<file path="src/rtl/pattern_detector_pkg.sv">
// rtl/pattern_detector_pkg.sv - shared types and helpers for the serial pattern detector
package pattern_detector_pkg;

    typedef enum logic [1:0] {
        UNLOADED = 2'd0,
        FILL     = 2'd1,
        ARMED    = 2'd2
    } pd_state_t;

    // Width needed to count 0..patt_w accepted bits
    function automatic int fill_width(input int patt_w);
        return $clog2(patt_w + 1);
    endfunction

endpackage

</file>
<file path="src/rtl/sat_counter.sv">
// rtl/sat_counter.sv - saturating event counter with synchronous clear
module sat_counter #(
    parameter int CNT_W = 8
) (
    input  logic             clk,
    input  logic             reset,
    input  logic             inc,
    input  logic             clr,
    output logic [CNT_W-1:0] count
);

    // Clear wins over increment; increment stops at all-ones
    always_ff @(posedge clk or posedge reset) begin
        if (reset) begin
            count <= '0;
        end else if (clr) begin
            count <= '0;
        end else if (inc && (count != {CNT_W{1'b1}})) begin
            count <= count + 1'b1;
        end
    end

endmodule

</file>
<file path="src/rtl/pattern_detector_param.sv">
// rtl/pattern_detector_param.sv - serial pattern detector with loadable pattern/mask
module pattern_detector_param
    import pattern_detector_pkg::*;
#(
    parameter int PATT_W = 5,
    parameter int CNT_W  = 8
) (
    input  logic              clk,
    input  logic              reset,
    input  logic              load,
    input  logic [PATT_W-1:0] pattern_in,
    input  logic [PATT_W-1:0] mask_in,
    input  logic              overlap_en,
    input  logic              serial_valid,
    input  logic              serial_in,
    input  logic              count_clr,
    output logic              patt,
    output logic [CNT_W-1:0]  match_count,
    output logic              armed
);

    localparam int FILL_W = fill_width(PATT_W);
    localparam logic [FILL_W-1:0] FILL_FULL = FILL_W'(PATT_W);

    pd_state_t           state_q, state_d;
    // Only the PATT_W-1 newest bits are kept: the oldest one is shifted out
    // before it could take part in the next comparison.
    logic [PATT_W-2:0]   history_q, history_d;
    logic [FILL_W-1:0]   fill_q, fill_d;
    logic [PATT_W-1:0]   pattern_q, pattern_d;
    logic [PATT_W-1:0]   mask_q, mask_d;
    logic [PATT_W-1:0]   hist_next;
    logic [FILL_W-1:0]   fill_inc;
    logic                accept;
    logic                match;

    // State, history, pattern/mask and the registered outputs
    always_ff @(posedge clk or posedge reset) begin
        if (reset) begin
            state_q   <= UNLOADED;
            history_q <= '0;
            fill_q    <= '0;
            pattern_q <= '0;
            mask_q    <= '0;
            patt      <= 1'b0;
            armed     <= 1'b0;
        end else begin
            state_q   <= state_d;
            history_q <= history_d;
            fill_q    <= fill_d;
            pattern_q <= pattern_d;
            mask_q    <= mask_d;
            patt      <= match;
            armed     <= (state_d == ARMED);
        end
    end

    // Next-state, history shift and match evaluation; load overrides any serial bit
    always_comb begin
        state_d   = state_q;
        history_d = history_q;
        fill_d    = fill_q;
        pattern_d = pattern_q;
        mask_d    = mask_q;
        match     = 1'b0;
        hist_next = {history_q, serial_in};
        fill_inc  = fill_q + 1'b1;
        accept    = serial_valid & ~load;

        if (load) begin
            pattern_d = pattern_in;
            mask_d    = mask_in;
            history_d = '0;
            fill_d    = '0;
            state_d   = FILL;
        end else if (accept && (state_q != UNLOADED)) begin
            history_d = hist_next[PATT_W-2:0];
            if (state_q == FILL) begin
                fill_d = fill_inc;
                if (fill_inc == FILL_FULL) begin
                    state_d = ARMED;
                end
            end
            // The bit that completes the history is compared in the same cycle
            if ((state_d == ARMED) && (((hist_next ^ pattern_q) & mask_q) == '0)) begin
                match = 1'b1;
                if (!overlap_en) begin
                    fill_d  = '0;
                    state_d = FILL;
                end
            end
        end
    end

    sat_counter #(
        .CNT_W (CNT_W)
    ) u_match_cnt (
        .clk   (clk),
        .reset (reset),
        .inc   (match),
        .clr   (count_clr),
        .count (match_count)
    );

endmodule

</file>
<file path="config.mk">
export PLATFORM = sky130hd
export DESIGN_NAME = pattern_detector_param
export DESIGN_NICKNAME = d
export VERILOG_FILES = /design/src/rtl/pattern_detector_pkg.sv /design/src/rtl/sat_counter.sv /design/src/rtl/pattern_detector_param.sv
export SDC_FILE = /design/constraint.sdc
export NUM_CORES = 1
export LEC_CHECK = 0
export CAP_MARGIN = 15
export CORE_MARGIN = 3
export CORE_UTILIZATION = 40
export CTS_CLUSTER_SIZE = 14
export DETAILED_ROUTE_END_ITERATION = 10
export DONT_BUFFER_PORTS = 1
export HOLD_SLACK_MARGIN = 0.03
export SETUP_SLACK_MARGIN = 0.3
export SLEW_MARGIN = 20
export SYNTH_ARGS = -nofsm -noshare
export SYNTH_HDL_FRONTEND = slang
export SYNTH_SLANG_ARGS = --single-unit
</file>
<file path="constraint.sdc">
create_clock -name clk -period 2.3 [get_ports clk]
set_clock_uncertainty 0.05 [all_clocks]
set_input_delay 0.575 -clock clk [delete_from_list [all_inputs] [get_ports clk]]
set_output_delay 0.575 -clock clk [all_outputs]
set_load 0.005 [all_outputs]
</file>
* Word level (Yosys, flattened, before mapping)
Index checks and enable logic that the tools add are counted.
** Cells by class
- Add/sub/neg operators :: 2
- Multiply operators :: 0
- Div/mod/pow operators :: 0
- $lt $le $gt $ge :: 0
- Eq/ne operators :: 5
- Shift operators :: 0
- Muxes and demuxes :: 20
- Bitwise operators :: 4
- Reductions and logical operators :: 7
** Operator list (number)
- 2-bit 2-to-1 mux :: 8
- 8-bit 2-to-1 mux :: 2
- 3-bit 2-to-1 mux :: 5
- 8-bit by 1-bit adder with 8-bit output (second input constant) :: 1
- 4-bit 2-to-1 mux :: 2
- 8-bit inequality test (second input constant) :: 1
- 2-bit nonzero test :: 3
- 5-bit AND :: 1
- 5-bit zero test :: 1
- 5-bit bitwise XOR :: 1
- 2-bit == test (second input constant) :: 2
- 3-bit by 1-bit adder with 3-bit output (second input constant) :: 1
- 3-bit == test (second input constant) :: 1
- 1-bit logical AND :: 3
- 1-bit 2-to-1 mux :: 3
- 2-bit by 1-bit == test with 1-bit output (second input constant) :: 1
- 1-bit AND :: 1
- 1-bit inverter :: 1
** Storage, ports and cells
- Register bits :: 29
- Bits in latches :: 0
- Memory bits (writable) :: 0
- ROM bits :: 0
- Output and inout bits :: 10
- Memories :: 0

* Longest topological paths before layout
- Depth after elaboration :: 14
- Gate-level depth with buffers :: 7

* By module
From an unflattened synthesis, not the netlist that was laid out.
** Second synthesis, totals
- Cell total of the unflattened synthesis :: 133
- Area, all modules :: 1529.0 um^2
** By module, submodules not included
- pattern_detector_param :: times used 1, cells an instance 84, area each 1024.7 um^2, seq. area each 525.5 um^2
- sat_counter :: times used 1, cells an instance 49, area each 504.2 um^2, seq. area each 200.2 um^2

* Least setup slack after synthesis
OpenSTA, ideal clock, no wires.
- Path kind :: input port to flip-flop
- Start :: input serial_in
- End :: register u_match_cnt.count[4]
- Data arrival time :: 2.001 ns
- Required time :: 2.125 ns
- Slack :: 0.124 ns
- Stages on the path :: 6
- Path buffers :: 1
- Cell sequence :: xor2_1 > a222oi_1 > nand2_1 > buf_6 > nor4_1 > mux2_2
** Between the ends
- Word-level cells in the longest chain between the ends :: 9
** Ends and longest elaborated chain
- start, declared :: line pattern_detector_param.sv:15 : input logic serial_in,
- 5-bit bitwise XOR :: line pattern_detector_param.sv:85 : if ((state_d == ARMED) && (((hist_next ^ pattern_q) & mask_q) == '0)) begin
- 5-bit AND :: line pattern_detector_param.sv:85
- 5-bit zero test :: line pattern_detector_param.sv:85
- 1-bit logical AND :: line pattern_detector_param.sv:85
- 1-bit 2-to-1 mux :: line pattern_detector_param.sv:85
- 1-bit 2-to-1 mux :: line pattern_detector_param.sv:76 : end else if (accept && (state_q != UNLOADED)) begin
- 1-bit 2-to-1 mux :: line pattern_detector_param.sv:70 : if (load) begin
- 1-bit logical AND :: line sat_counter.sv:18 : end else if (inc && (count != {CNT_W{1'b1}})) begin
- 2-bit nonzero test (no line)
- end signal, assigned :: line sat_counter.sv:19 : count <= count + 1'b1;
- end, declared :: line sat_counter.sv:9 : output logic [CNT_W-1:0] count
Every way passes these cells.
A chain may end at the register's enable or synchronous reset.

* Worst setup path after layout
- Start :: register history_q[1]
- End :: register u_match_cnt.count[7]
** Between the ends
- Word-level cells in the longest chain between the ends :: 9
** Ends and longest elaborated chain
- start, declared :: line pattern_detector_param.sv:28 : logic [PATT_W-2:0] history_q, history_d;
- start signal, assigned :: line pattern_detector_param.sv:49 : history_q <= history_d;
- 5-bit bitwise XOR :: line pattern_detector_param.sv:85
- 5-bit AND :: line pattern_detector_param.sv:85
- 5-bit zero test :: line pattern_detector_param.sv:85
- 1-bit logical AND :: line pattern_detector_param.sv:85
- 1-bit 2-to-1 mux :: line pattern_detector_param.sv:85
- 1-bit 2-to-1 mux :: line pattern_detector_param.sv:76
- 1-bit 2-to-1 mux :: line pattern_detector_param.sv:70
- 1-bit logical AND :: line sat_counter.sv:18
- 2-bit nonzero test (no line)
Every way passes these cells.

==> results.py <==
metrics = {
    "outcome": {
        "status": "completed",
    },
    "finish": {
        "finalNonFillerCells": 213,
        "drive_gt1_frac": 0.333,
        "diodes": 0,
        "final_nets": 185,
        "syn_to_final_growth_pct": 22.4,
    },
    "detailed_routing": {
        "drtIter0Drc": 56,
        "via_per_inst": 5.73,
        "num_vias": 1220,
        "post-route-drc-count": 0,
        "wl_um": 3550,
        "first_pass_iters": 4,
        "postRouteAntennaNets": 0,
        "avgRoutedWirePerCell_um": 16.7,
    },
    "floorplan": {
        "die_w_um": 68.4,
        "dieArea_sq_um": 4680,
        "core_area_sq_um": 3720,
        "die-height_um": 68.4,
        "start_util": 0.419,
        "num_rows": 22,
        "io_pins": 27,
    },
    "power_and_ir_drop": {
        "clockPowerShare": 0.356,
        "swShare": 0.249,
        "combPwrFrac": 0.162,
        "p_leak_nw": 0.784,
        "ir_drop_mv": 0.397,
        "p_switching_uw": 290,
        "p_int_uw": 874,
        "p_seq_frac": 0.482,
        "powerDensity_nw_per_um2": 610,
    },
    "yosys": {
        "synth-edff-count": 0,
        "synth_most_common_cell": "dfrtp_1",
        "ys_warn_count": 0,
        "synthesis.nets": 170,
        "seq_area_frac_synth": 0.466,
        "yosysTopAreaCellShare": 0.466,
        "synth_common_cells": "29 x dfrtp_1, 12 x mux2_2, 10 x nor2_1",
        "synth_area_leaders": "dfrtp_1 47%, mux2_2 8.7%, xor2_1 3.4%, mux2i_1 3.2%, ha_1 2.4%",
        "yosys_most_used_dff": "dfrtp_1",
        "ys_ff_latch": 29,
        "async_reset_ff_frac": 1.00,
        "netlist_instances": 150,
        "synth_largest_area_cell": "dfrtp_1",
        "syn_avg_cell_area_sq_um": 10.4,
        "netlist_area_sq_um": 1560,
        "synth_cell_types": 39,
    },
    "worst_hold_path": {
        "hp-class": "input port to async pin",
    },
    "critical_path": {
        "slowest_delay_ps": 400,
        "cp_slowest_cell": "dfrtp_1",
        "required_ps": 2410,
        "cp_cell_sequence": "xor2_2 > a222oi_1 > buf_4 > nand2_2 > buf_6 > buf_4 > o31ai_1 > a21oi_2",
        "critPathCaptureType": "flop",
        "critPathKind": "flop to flop",
        "crit_path_start_kind": "flop",
        "cp_num_buf_inv": 3,
        "path_depth": 8,
        "critPathTopFamily": "compound AO/OA/AOI/OAI gates",
        "r2r.worst_path.cells": 8,
        "worst_path_most_repeated_cell": "buf_4",
        "path_max_fanout": 5,
        "cp.arrival_ps": 2130,
    },
    "timing": {
        "min_period_ps": 2010,
        "final.period_utilization": 0.876,
        "rsz0062_at_grt": "yes",
        "finalHoldViolCount": 0,
        "drv_slew": 0,
        "setup_viol": 0,
        "setup_tns_ps": 0,
        "slew_headroom": 0.647,
        "tightest_slew_ps": 526,
        "fmax_mhz": 496,
    },
    "clocking": {
        "cts_tree": "done",
        "numCtsBuffers": 5,
        "clock-sinks": 29,
        "cts_hold_buf": 0,
        "clockRootBuffer": "clkbuf_8",
        "clock_path_buffers": 2,
        "clock_latency_ps": 280,
        "ctsHtreeMaxLevel": 2,
        "clk_pin_slew_ps": 60,
    },
    "flow_run": {
        "cap_violations": 0,
    },
    "global_routing": {
        "first_global_vias": 1229,
        "grt_use_met1": 0.195,
        "grt_pass1_wl_um": 5680,
        "top_usage_layer": "met2",
        "antenna_found_initial": 0,
        "grt_use_met3": 0.0690,
        "grt_max_degree": 30,
        "grt_use_met2": 0.257,
        "globalRouteTotalUtil": 0.168,
        "grt_remaining_overflow": 0,
    },
    "place": {
        "dp.final_hpwl_um": 2340,
        "dp.cells": 193,
        "place.gp.congestion": 0.858,
        "portBuffers": 0,
    },
}
-- power groups by stage --
stage / sequential (mW) / clock, mW / combinational (mW)
after floorplan: 0.558 / 0 / 0.109
after global placement: 0.565 / 0 / 0.117
after detailed placement: 0.567 / 0 / 0.123
after CTS: 0.559 / 0.431 / 0.151
after global routing: 0.565 / 0.459 / 0.207
final: 0.561 / 0.414 / 0.188
-- final cells by class --
cell class              instances  area [sq um]
repair buffers                 15           120
multi-input cells             106           883
flip-flops and latches         29           727
well taps                      48          60.1
inverters                       8          30.0
clock buffers                   7          86.3
fillers                       348          1810
-- worst reg2reg max path, delay by kind of cell (launching register included) --
| family | cells | cell delay [ps] |
|---|---|---|
| buffers and inverters | 3 | 460 |
| XOR/XNOR | 1 | 190 |
| AO/OA/AOI/OAI | 3 | 740 |
| flip-flops | 1 | 400 |
| AND/OR/NAND/NOR | 1 | 60 |
-- final timing paths --
path	startpoint	endpoint	slack [ps]
max	history_q[1]	u_match_cnt.count[7]	290
min	reset	u_match_cnt.count[3]	200
max reg2reg	history_q[1]	u_match_cnt.count[7]	290
min reg2reg	pattern_q[1]	pattern_q[1]	480
max in group asynchronous	reset	fill_q[0]	1710
min in group clk	count_clr	u_match_cnt.count[7]	290
-- kinds of logic after synthesis --
kind of cell | synth area share
and+or+nand+nor | 0.169
AOI/OAI and AO/OA | 0.145
DFF | 0.466
muxes | 0.119
buffers and inverters | 0.0434
xor gates and xnor gates | 0.0337
adders and majority gates | 0.0241
-- sequential cells by signal, summed over array words and instances (netlist names) --
| name | cells |
|---|---|
| armed | 1 |
| fill_q | 3 |
| history_q | 4 |
| mask_q | 5 |
| patt | 1 |
| pattern_q | 5 |
| state_q | 2 |
| u_match_cnt.count | 8 |
-- metal layers --
metal  up-vias  part of all wire
li1        574                 -
met1       606              0.41
met2        29              0.51
met3        11             0.061
met4         0             0.026
met5         -                 0
-- cell usage in the layout (no fill, tap or decap), drive strengths merged --
master    n
a2111oi   1
a22oi     2
o2111ai   1
o31ai     5
a221oi    1
o41ai     1
a311oi    1
and3      3
mux2     12
inv       8
clkbuf    7
mux2i     5
nand2     8
ha        3
dfrtp    29
nand2b    3
buf      15
nor2b     6
and2      1
a21bo     1
or4       4
nand4     2
o21ai     5
nand4b    1
and4      2
a222oi    2
a21oi     5
and2b     1
a31o      1
nand3     5
a21o      1
a31oi     3
nor4      2
o22ai     1
xor2      6
a21boi    1
nor2     10
-- through the flow --
step,cell area [sq um],setup WS (ps),hold slack [ps],total power [mW],utilization
global placement,1600,171,458,0.683,0.431
detailed placement,1600,113,468,0.689,0.431
finish,1910,286,199,1.16,0.513
global route,1910,193,228,1.23,0.513
floorplan,1560,252,430,0.667,-
CTS,1770,303,206,1.14,0.477
-- what timing repair did --
action	4_1_cts	5_1_grt
endpoints found under the setup margin	6	14
cloned	1	0
pin swaps	11	6
buffers inserted	7	5
gates resized for setup	6	21
endpoints found under the hold margin	0	0
(Power assumes the default switching activity.)
